==> config.mk <==
export PLATFORM = sky130hd
export DESIGN_NAME = uart_rx_top
export DESIGN_NICKNAME = d
export VERILOG_FILES = /design/src/rtl/uart_pkg.sv /design/src/rtl/uart_rx_phy.sv /design/src/rtl/uart_rx_top.sv
export SDC_FILE = /design/constraint.sdc
export NUM_CORES = 1
export LEC_CHECK = 0
export ABC_AREA = 0
export BUFFER_PORTS_ARGS = -buffer_cell sky130_fd_sc_hd__buf_2
export CORE_MARGIN = 2
export CORE_UTILIZATION = 24
export CTS_CLUSTER_SIZE = 20
export DETAILED_ROUTE_END_ITERATION = 12
export HOLD_SLACK_MARGIN = 0.12
export SLEW_MARGIN = 40
export SYNTH_ARGS = -nofsm -noshare
export SYNTH_HDL_FRONTEND = slang
export SYNTH_SLANG_ARGS = --single-unit
==> constraint.sdc <==
create_clock -name clk -period 6.2 [get_ports clk]
set_clock_uncertainty 0.2 [all_clocks]
set_input_delay 1.24 -clock clk [delete_from_list [all_inputs] [get_ports clk]]
set_output_delay 1.24 -clock clk [all_outputs]
set_load 0.005 [all_outputs]
==> src/rtl/uart_pkg.sv <==
// Shared UART definitions for the CPU-facing receive and transmit paths.
//
// Contents:
//   - CPU byte addresses of the transmit register, receive data port and
//     receive status port
//   - bit positions inside the receive status word
//   - receiver state encoding used by uart_rx_phy
//   - even-parity helper used when UART_RX_PARITY_EN is defined
package uart_pkg;

    localparam logic [31:0] UART_TX_ADDR        = 32'h0000_7EEF;
    localparam logic [31:0] UART_RX_DATA_ADDR   = 32'h0000_7EF0;
    localparam logic [31:0] UART_RX_STATUS_ADDR = 32'h0000_7EF4;

    localparam int STAT_NOT_EMPTY  = 0;
    localparam int STAT_FULL       = 1;
    localparam int STAT_FRAME_ERR  = 2;
    localparam int STAT_OVERRUN    = 3;
    localparam int STAT_PARITY_ERR = 4;
    localparam int STAT_IDX_LSB    = 8;

    typedef enum logic [2:0] {
        ST_IDLE   = 3'd0,
        ST_START  = 3'd1,
        ST_DATA   = 3'd2,
        ST_PARITY = 3'd3,
        ST_STOP   = 3'd4
    } rx_state_t;

    // True when the data byte plus its parity bit hold an even number of ones.
    function automatic logic even_parity_ok(input logic [7:0] data, input logic par);
        return ~(^{data, par});
    endfunction

endpackage

==> src/rtl/uart_rx_phy.sv <==
// Serial front end of the UART receiver.
//
// Synchronizes the asynchronous rx line, detects the start bit, and samples
// each bit at its centre using a baud counter. Emits 1-cycle pulses on the
// stop-sample cycle.
//
// Configuration macro: UART_RX_PARITY_EN (adds an even-parity bit, 8E1 frame).
//
// Ports:
//   clk         in   system clock
//   reset_n     in   asynchronous active-low reset
//   rx          in   serial input, idle high
//   byte_valid  out  pulse: byte_data holds a correctly framed byte
//   byte_data   out  received byte (LSB received first)
//   frame_err   out  pulse: stop bit sampled low
//   parity_err  out  pulse: parity mismatch with a good stop bit
module uart_rx_phy
    import uart_pkg::*;
#(
    parameter int CLKS_PER_BIT = 868
) (
    input  logic       clk,
    input  logic       reset_n,
    input  logic       rx,
    output logic       byte_valid,
    output logic [7:0] byte_data,
    output logic       frame_err,
    output logic       parity_err
);

    localparam int CW = $clog2(CLKS_PER_BIT);
    localparam logic [CW-1:0] BIT_LAST  = CW'(CLKS_PER_BIT - 1);
    localparam logic [CW-1:0] HALF_LAST = CW'(CLKS_PER_BIT / 2 - 1);

    logic          rx_meta;
    logic          rx_sync;
    logic          rx_prev;
    rx_state_t     state;
    logic [CW-1:0] cnt;
    logic [2:0]    bit_idx;
    logic [7:0]    shreg;
    logic          stop_sample;
    logic          parity_bad;
`ifdef UART_RX_PARITY_EN
    logic          par_bit;
`endif

    // Two-flop synchronizer plus one history flop for falling-edge detection.
    // All reset high so that reset never looks like a start bit.
    always_ff @(posedge clk or negedge reset_n) begin
        if (!reset_n) begin
            rx_meta <= 1'b1;
            rx_sync <= 1'b1;
            rx_prev <= 1'b1;
        end else begin
            rx_meta <= rx;
            rx_sync <= rx_meta;
            rx_prev <= rx_sync;
        end
    end

    // Edge-triggered start detection keeps a low line after a bad stop bit
    // from being taken as a fresh start bit.
    always_ff @(posedge clk or negedge reset_n) begin
        if (!reset_n) begin
            state   <= ST_IDLE;
            cnt     <= '0;
            bit_idx <= '0;
            shreg   <= '0;
`ifdef UART_RX_PARITY_EN
            par_bit <= 1'b0;
`endif
        end else begin
            case (state)
                ST_IDLE: begin
                    if (rx_prev && !rx_sync) begin
                        state <= ST_START;
                        cnt   <= '0;
                    end
                end
                ST_START: begin
                    if (cnt == HALF_LAST) begin
                        cnt     <= '0;
                        bit_idx <= '0;
                        state   <= rx_sync ? ST_IDLE : ST_DATA;
                    end else begin
                        cnt <= cnt + 1'b1;
                    end
                end
                ST_DATA: begin
                    if (cnt == BIT_LAST) begin
                        cnt   <= '0;
                        shreg <= {rx_sync, shreg[7:1]};
                        if (bit_idx == 3'd7) begin
`ifdef UART_RX_PARITY_EN
                            state <= ST_PARITY;
`else
                            state <= ST_STOP;
`endif
                        end else begin
                            bit_idx <= bit_idx + 3'd1;
                        end
                    end else begin
                        cnt <= cnt + 1'b1;
                    end
                end
`ifdef UART_RX_PARITY_EN
                ST_PARITY: begin
                    if (cnt == BIT_LAST) begin
                        cnt     <= '0;
                        par_bit <= rx_sync;
                        state   <= ST_STOP;
                    end else begin
                        cnt <= cnt + 1'b1;
                    end
                end
`endif
                ST_STOP: begin
                    // Leave on the sample itself so the next start edge,
                    // half a bit later, is already watched for.
                    if (cnt == BIT_LAST) begin
                        cnt   <= '0;
                        state <= ST_IDLE;
                    end else begin
                        cnt <= cnt + 1'b1;
                    end
                end
                default: state <= ST_IDLE;
            endcase
        end
    end

`ifdef UART_RX_PARITY_EN
    assign parity_bad = ~even_parity_ok(shreg, par_bit);
`else
    assign parity_bad = 1'b0;
`endif

    assign stop_sample = (state == ST_STOP) && (cnt == BIT_LAST);
    assign byte_data   = shreg;
    assign byte_valid  = stop_sample && rx_sync && !parity_bad;
    assign frame_err   = stop_sample && !rx_sync;
    assign parity_err  = stop_sample && rx_sync && parity_bad;

endmodule

==> src/rtl/uart_rx_top.sv <==
// Memory-mapped UART receive path.
//
// Packs four received bytes into a 32-bit word (first byte in [31:24]),
// queues words in a FIFO, and serves CPU reads of the data and status ports.
//
// Configuration macro: UART_RX_PARITY_EN (8E1 frames, status bit4 live).
//
// Ports:
//   clk      in   system clock
//   reset_n  in   asynchronous active-low reset
//   rx       in   serial input, idle high
//   re       in   CPU read strobe
//   address  in   CPU byte address
//   dataOut  out  registered read data, valid the edge after re
//   rx_irq   out  high while the FIFO holds at least one word
module uart_rx_top
    import uart_pkg::*;
#(
    parameter int CLKS_PER_BIT = 868,
    parameter int ADDR_WIDTH   = 4
) (
    input  logic        clk,
    input  logic        reset_n,
    input  logic        rx,
    input  logic        re,
    input  logic [31:0] address,
    output logic [31:0] dataOut,
    output logic        rx_irq
);

    localparam int DEPTH = 1 << ADDR_WIDTH;
    localparam logic [ADDR_WIDTH:0] FULL_COUNT = (ADDR_WIDTH + 1)'(DEPTH);

    logic                  byte_valid;
    logic [7:0]            byte_data;
    logic                  frame_err;
    logic                  parity_err;

    logic [1:0]            byte_idx;
    logic [23:0]           word_hi;
    logic [31:0]           push_word;
    logic                  push_pending;

    logic [31:0]           mem [DEPTH];
    logic [ADDR_WIDTH-1:0] wr_ptr;
    logic [ADDR_WIDTH-1:0] rd_ptr;
    logic [ADDR_WIDTH:0]   count;
    logic                  not_empty;
    logic                  full;
    logic                  pop;
    logic                  push_ok;
    logic                  status_rd;

    logic                  framing_flag;
    logic                  overrun_flag;
    logic                  parity_flag;
    logic [31:0]           status;

    uart_rx_phy #(
        .CLKS_PER_BIT(CLKS_PER_BIT)
    ) u_phy (
        .clk        (clk),
        .reset_n    (reset_n),
        .rx         (rx),
        .byte_valid (byte_valid),
        .byte_data  (byte_data),
        .frame_err  (frame_err),
        .parity_err (parity_err)
    );

    assign not_empty = (count != '0);
    assign full      = (count == FULL_COUNT);
    assign pop       = re && (address == UART_RX_DATA_ADDR) && not_empty;
    assign status_rd = re && (address == UART_RX_STATUS_ADDR);
    // A full FIFO still accepts the word when a pop frees the slot this edge.
    assign push_ok   = push_pending && (!full || pop);
    assign rx_irq    = not_empty;

    // Word assembly. A bad frame resets the index so the partial word is
    // lost; stale bytes in word_hi are shifted out before they are reused.
    always_ff @(posedge clk or negedge reset_n) begin
        if (!reset_n) begin
            byte_idx     <= '0;
            word_hi      <= '0;
            push_word    <= '0;
            push_pending <= 1'b0;
        end else begin
            push_pending <= 1'b0;
            if (frame_err || parity_err) begin
                byte_idx <= '0;
            end else if (byte_valid) begin
                if (byte_idx == 2'd3) begin
                    push_word    <= {word_hi, byte_data};
                    push_pending <= 1'b1;
                    byte_idx     <= '0;
                end else begin
                    word_hi  <= {word_hi[15:0], byte_data};
                    byte_idx <= byte_idx + 2'd1;
                end
            end
        end
    end

    // FIFO storage needs no reset; validity is tracked by count.
    always_ff @(posedge clk) begin
        if (push_ok) begin
            mem[wr_ptr] <= push_word;
        end
    end

    // FIFO pointers and occupancy; pointers wrap modulo depth.
    always_ff @(posedge clk or negedge reset_n) begin
        if (!reset_n) begin
            wr_ptr <= '0;
            rd_ptr <= '0;
            count  <= '0;
        end else begin
            if (push_ok) begin
                wr_ptr <= wr_ptr + 1'b1;
            end
            if (pop) begin
                rd_ptr <= rd_ptr + 1'b1;
            end
            case ({push_ok, pop})
                2'b10:   count <= count + 1'b1;
                2'b01:   count <= count - 1'b1;
                default: count <= count;
            endcase
        end
    end

    // Sticky error flags. A status read clears them, but a new event in the
    // same cycle keeps its flag set.
    always_ff @(posedge clk or negedge reset_n) begin
        if (!reset_n) begin
            framing_flag <= 1'b0;
            overrun_flag <= 1'b0;
            parity_flag  <= 1'b0;
        end else begin
            framing_flag <= frame_err | (framing_flag & ~status_rd);
            overrun_flag <= (push_pending && full && !pop) | (overrun_flag & ~status_rd);
            parity_flag  <= parity_err | (parity_flag & ~status_rd);
        end
    end

    always_comb begin
        status                                = '0;
        status[STAT_NOT_EMPTY]                = not_empty;
        status[STAT_FULL]                     = full;
        status[STAT_FRAME_ERR]                = framing_flag;
        status[STAT_OVERRUN]                  = overrun_flag;
`ifdef UART_RX_PARITY_EN
        status[STAT_PARITY_ERR]               = parity_flag;
`endif
        status[STAT_IDX_LSB +: 2]             = byte_idx;
    end

    // Registered read port; holds its last value between reads.
    always_ff @(posedge clk or negedge reset_n) begin
        if (!reset_n) begin
            dataOut <= '0;
        end else if (re) begin
            if (address == UART_RX_DATA_ADDR) begin
                dataOut <= not_empty ? mem[rd_ptr] : '0;
            end else if (address == UART_RX_STATUS_ADDR) begin
                dataOut <= status;
            end else begin
                dataOut <= '0;
            end
        end
    end

endmodule
== Word level (Yosys, flattened, before mapping) ==
Memories as Yosys holds them, arrays and structs flattened.
Cells that the tools add are included.

* Input bits: 36
* Register bits: 133
* Memories kept: 1
* Bits in writable memories: 512

* Add/subtract/negate cells: 7
* Reduce and logical (&&, ||, !) cells: 27
* Bitwise logic cells: 7
* Multiplexer cells: 27
* Equal/unequal tests: 18

{| class="wikitable"
|+ Memory list
! name !! depth !! bits a word !! rd ports !! clocked after memory_dff !! write ports !! line !! source
|-
| mem || 16 || 32 || 1 || 0 || 1 || uart_rx_top.sv:44 || <nowiki>logic [31:0] mem [DEPTH];</nowiki>
|}

{| class="wikitable"
|+ Operators by type and width
! operator !! count
|-
| $eq 32x15->1 const B || 2
|-
| $mux 32 || 2
|-
| $mux 10 || 4
|-
| $pmux 10 s3 || 1
|-
| $mux 3 || 8
|-
| $pmux 3 s4 || 1
|-
| $add 10x1->10 const B || 1
|-
| $eq 10x10->1 const B || 1
|-
| $eq 10x9->1 const B || 1
|-
| $logic_and 1x1->1 || 10
|-
| $ne 2x1->1 const B || 5
|-
| $pmux 5 s2 || 1
|-
| $add 4x1->4 const B || 2
|-
| $mux 2 || 4
|-
| $eq 3x3->1 const B || 2
|-
| $pmux 3 s2 || 1
|-
| $reduce_and 3->1 || 2
|-
| $reduce_bool 2->1 || 3
|-
| $add 5x1->5 const B || 1
|-
| $eq 5x5->1 const B || 1
|-
| $mux 1 || 5
|-
| $reduce_and 5->1 || 1
|-
| $reduce_bool 5->1 || 1
|-
| $sub 5x1->5 const B || 1
|-
| other kinds (17) || 25
|}

== Longest topological paths before layout ==
* Depth in word-level cells: 7
* Depth in mapped cells: 10

== Modules after synthesis ==
A second synthesis with hierarchy kept.

* Cell total of the unflattened synthesis: 1191
* Area, all modules: 25119.1 um^2

{| class="wikitable"
|+ By module, submodules not included
! module !! seq. area each (um^2) !! area each (um^2) !! times used !! cells each
|-
| uart_rx_top || 18027.3 || 23656.4 || 1 || 1059
|-
| uart_rx_phy || 679.4 || 1462.7 || 1 || 132
|}

== Worst setup path before layout ==
Ideal clock, no wire load.

* Path type: in2reg
* From: input port address[1]
* To: memory mem[3][0], enable pin
* Stages: 6
* Data arrival time: 5.004 ns
* Setup slack: 0.535 ns
* Cell sequence: or4_1 > nor4_4 > nand4_2 > a31oi_4 > nand2_1 > nor3_1

* Word-level cells in the longest chain between the ends: 7

{| class="wikitable"
|+ Ends and longest elaborated chain
! what !! line !! source
|-
| from (decl) || uart_rx_top.sv:26 || <nowiki>input logic [31:0] address,</nowiki>
|-
| $eq 32x15->1 || uart_rx_top.sv:73 || <nowiki>assign pop = re && (address == UART_RX_DATA_ADDR) && not_empty;</nowiki>
|-
| $logic_and 1x1->1 (2 in series) || uart_rx_top.sv:73 ||
|-
| $logic_or 1x1->1 || uart_rx_top.sv:76 || <nowiki>assign push_ok = push_pending && (!full || pop);</nowiki>
|-
| $logic_and 1x1->1 || uart_rx_top.sv:76 ||
|-
| $mux 1 || uart_rx_top.sv:106 || <nowiki>if (push_ok) begin</nowiki>
|-
| $mux 1 (not written as such) || uart_rx_top.sv:107 || <nowiki>mem[wr_ptr] <= push_word;</nowiki>
|-
| to (decl) || uart_rx_top.sv:44 ||
|}

No other way between the ends.

== Final worst setup path ==
* From: input port address[1]
* To: memory mem[6][11], enable pin

Same word-level chain as after synthesis.

==> run metrics <==
# port buffers=68; Hold Startpoint=u_phy.rx_meta; total die area=107000 um^2; Clk pin slew, worst setup/hold paths=0.06 ns; Clock Tree Root=clkbuf_16; worst-margin pin slew=0.8003 ns; WL/cell=20.03 um; area delta synth->final=18.55%; Initial Util=24.20%; post-route clock period utilization=68.65%; GRT Overall Usage=10.54%; Setup crit end kind=flip-flop; Peak supply drop=0.1528 mV; combinational power share=1.2%; worst reg2reg path startpoint=count[1]; Ports=69; vias in the first global route=12730; leading post-synthesis cells by cell area=edfxtp_1, mux4_2, dfrtp_1; ys async rst share=20.62%; design area=29700 um^2; H-tree depth=3; setup_tns=0 ns; Clock Power Share=46.0%; cell taking the most area after synthesis=edfxtp_1; synthesized flop and latch total=645; Sequential Power Share=52.9%; Pwr Density=298.0 nW/um^2; post_cts resized=0; ANT nets after route=0; syn_area_per_cell=19.85 um^2; initial antenna violation count=2; Core Rows=118; Setup crit start kind=input port; share of layout cells above drive strength 1=30.31%; status=completed; Skew-Pair Late Insertion Delay=0.59 ns; first-pass GRT wire length=84810 um; Die Wd=327.1 um; vias per cell=4.347; hold path depth=0; crit path kind=in -> reg; Post-synth top flop=edfxtp_1; Post-CTS Setup Bufs=0; data required time of the worst path=6.27 ns; First DRT Iteration DRCs=1177; Reg2Reg Depth=9; Synth Net Count=1310; Routability Congestion=0.7537; WP data arrival=4.33 ns; post-synth cell types=62; detailed-route via count=12230; CP max FO=32; Pint=7.106 mW; count leader, synth=edfxtp_1; GRT Residual Overflow=0; placed inst area=27460 um^2; DRT Pass-1 Iters=5; max frequency=0.2349 GHz; Commonest cells post-synth=edfxtp_1, mux4_2, dfrtp_1; CTS Hold Bufs=0; clk sinks=645; top cell type's share of synthesized area=61.38%; Netlist Area Pre-Place=25050 um^2; Overall Power=8.849 mW; hold endpoint=u_phy.rx_sync; CTS tree=done; max-cap check violation count=0; Final Hold Vio Count=0; Psw=1.743 mW; Num CTS Buffers=67; Die Y=327.1 um; reg-to-reg setup timing slack=2.54 ns; Final min period=4.256 ns; Leak=11.39 nW; Hold Path Class=reg -> reg; max-slew violations=0; Seq/Total Area, Yosys=74.68%; Post-synth EDFFs=512; RSZ-0062 raised after global routing=no; FF-to-FF End=mem[5][23]; sw frac=19.70%; Nets=1426; core area=103500 um^2; DP Wirelength=35740 um; Final setup viols=0; largest net degree at the start of global routing=80; max_slew headroom=46.64%; Clock Tree Buf Depth=3; Mapped Cells=1262; detailed-route wire length=56340 um; Synthesis Warnings=0; drt drc=0
[worst max-delay path by stage]
stage	endpoint	cells after the start	from
4_1_cts	mem[6][11]	9	address[1]
2_1_floorplan	mem[3][0]	6	address[1]
3_5_place_dp	mem[6][4]	9	address[1]
6_report	mem[6][11]	9	address[1]
3_3_place_gp	mem[5][20]	8	address[1]
5_1_grt	mem[6][13]	9	address[1]
[power by group through the flow]
stage	Clock, mW	Sequential [mW]	Combinational [mW]
floorplan	0	4.75	0.0636
global placement	0	4.76	0.102
detailed placement	0	4.77	0.108
CTS	4.17	4.68	0.108
global route	4.34	4.68	0.121
finish	4.07	4.68	0.103
[placed cells by master, fill, tap and decap left out, drive strengths merged, types with 4 or more instances in the layout]
cell / netlist / final
ha: 12 / 12
dfrtp: 130 / 130
clkinv: 0 / 17
a31oi: 4 / 4
clkbuf: 34 / 95
nand4: 4 / 4
xnor2: 6 / 6
nand2b: 6 / 6
o21ai: 9 / 9
nor4: 6 / 6
buf: 28 / 109
o31ai: 4 / 4
a21oi: 8 / 8
edfxtp: 512 / 512
nand2: 117 / 117
mux4: 160 / 160
nor2: 42 / 42
mux2: 37 / 37
nor3b: 4 / 4
xor2: 9 / 9
inv: 35 / 39
nand3: 16 / 16
bufinv: 0 / 6
o2bb2ai: 26 / 26
and3: 4 / 4
nor3: 11 / 11
[critical path, stage by stage]
cell and delay (ns):
buf_2 0.10, or4_1 0.57, nor4_4 0.34, nand4_2 0.13, buf_4 0.31, a31oi_4 0.36, nand2_1 0.29, nor2_4 0.60
buf_4 0.37
[kinds of logic (layout without fill, tap and decap cells)]
group,Yosys count,count (layout),share of synthesized area [%]
adder cells (fa/ha/maj),12,12,0.5994
multiplexers,199,199,16.25
AND/OR/NAND/NOR,225,225,4.201
other,0,1,0
AO/OA/AOI/OAI,69,69,2.128
flip-flops,645,645,74.68
XOR/XNOR,15,15,0.5245
buffers and inverters,97,267,1.623
[per-stage QoR]
| stage | worst slack [ns] | utilization [%] | cells | hold slack [ns] |
|---|---|---|---|---|
| 3_3_place_gp | 1.285 | 26.29 | 2679 | 0.1493 |
| 3_5_place_dp | 1.344 | 26.53 | 2689 | 0.1503 |
| 2_1_floorplan | 0.5349 | - | 1262 | 0.1452 |
| 4_1_cts | 1.943 | 28.69 | 2812 | 0.1592 |
| 5_1_grt | 1.808 | 28.69 | 2812 | 0.1641 |
| 6_report | 1.944 | 28.69 | 2813 | 0.1580 |
[metal layers]
layer  part of all wire, %  track usage (%)  up-vias
met4                   2.0            2.613        0
met1                    44            14.38     6539
met5                     0                0        -
met3                   5.0            2.004       88
met2                    49            17.32      327
li1                      -                -     5275
[registers in the layout, summed over array words and instances, names as in the netlist, 4 cells and up]
name / count
word_hi: 24
mem: 512
u_phy.byte_data: 8
wr_ptr: 4
u_phy.cnt: 10
count: 5
push_word: 32
rd_ptr: 4
dataOut: 32
[area by class of cell]
cell class              instances  area (um^2)
diodes                          1        2.502
inverters                      35        131.4
repair buffers                109        834.6
clock buffers                  95         1916
fillers                      9994        73800
flip-flops and latches        645        18720
well taps                    1380         1727
multi-input cells             520         6047
clock inverters                28        320.3
Note: power is estimated with default switching activity, not from simulation.
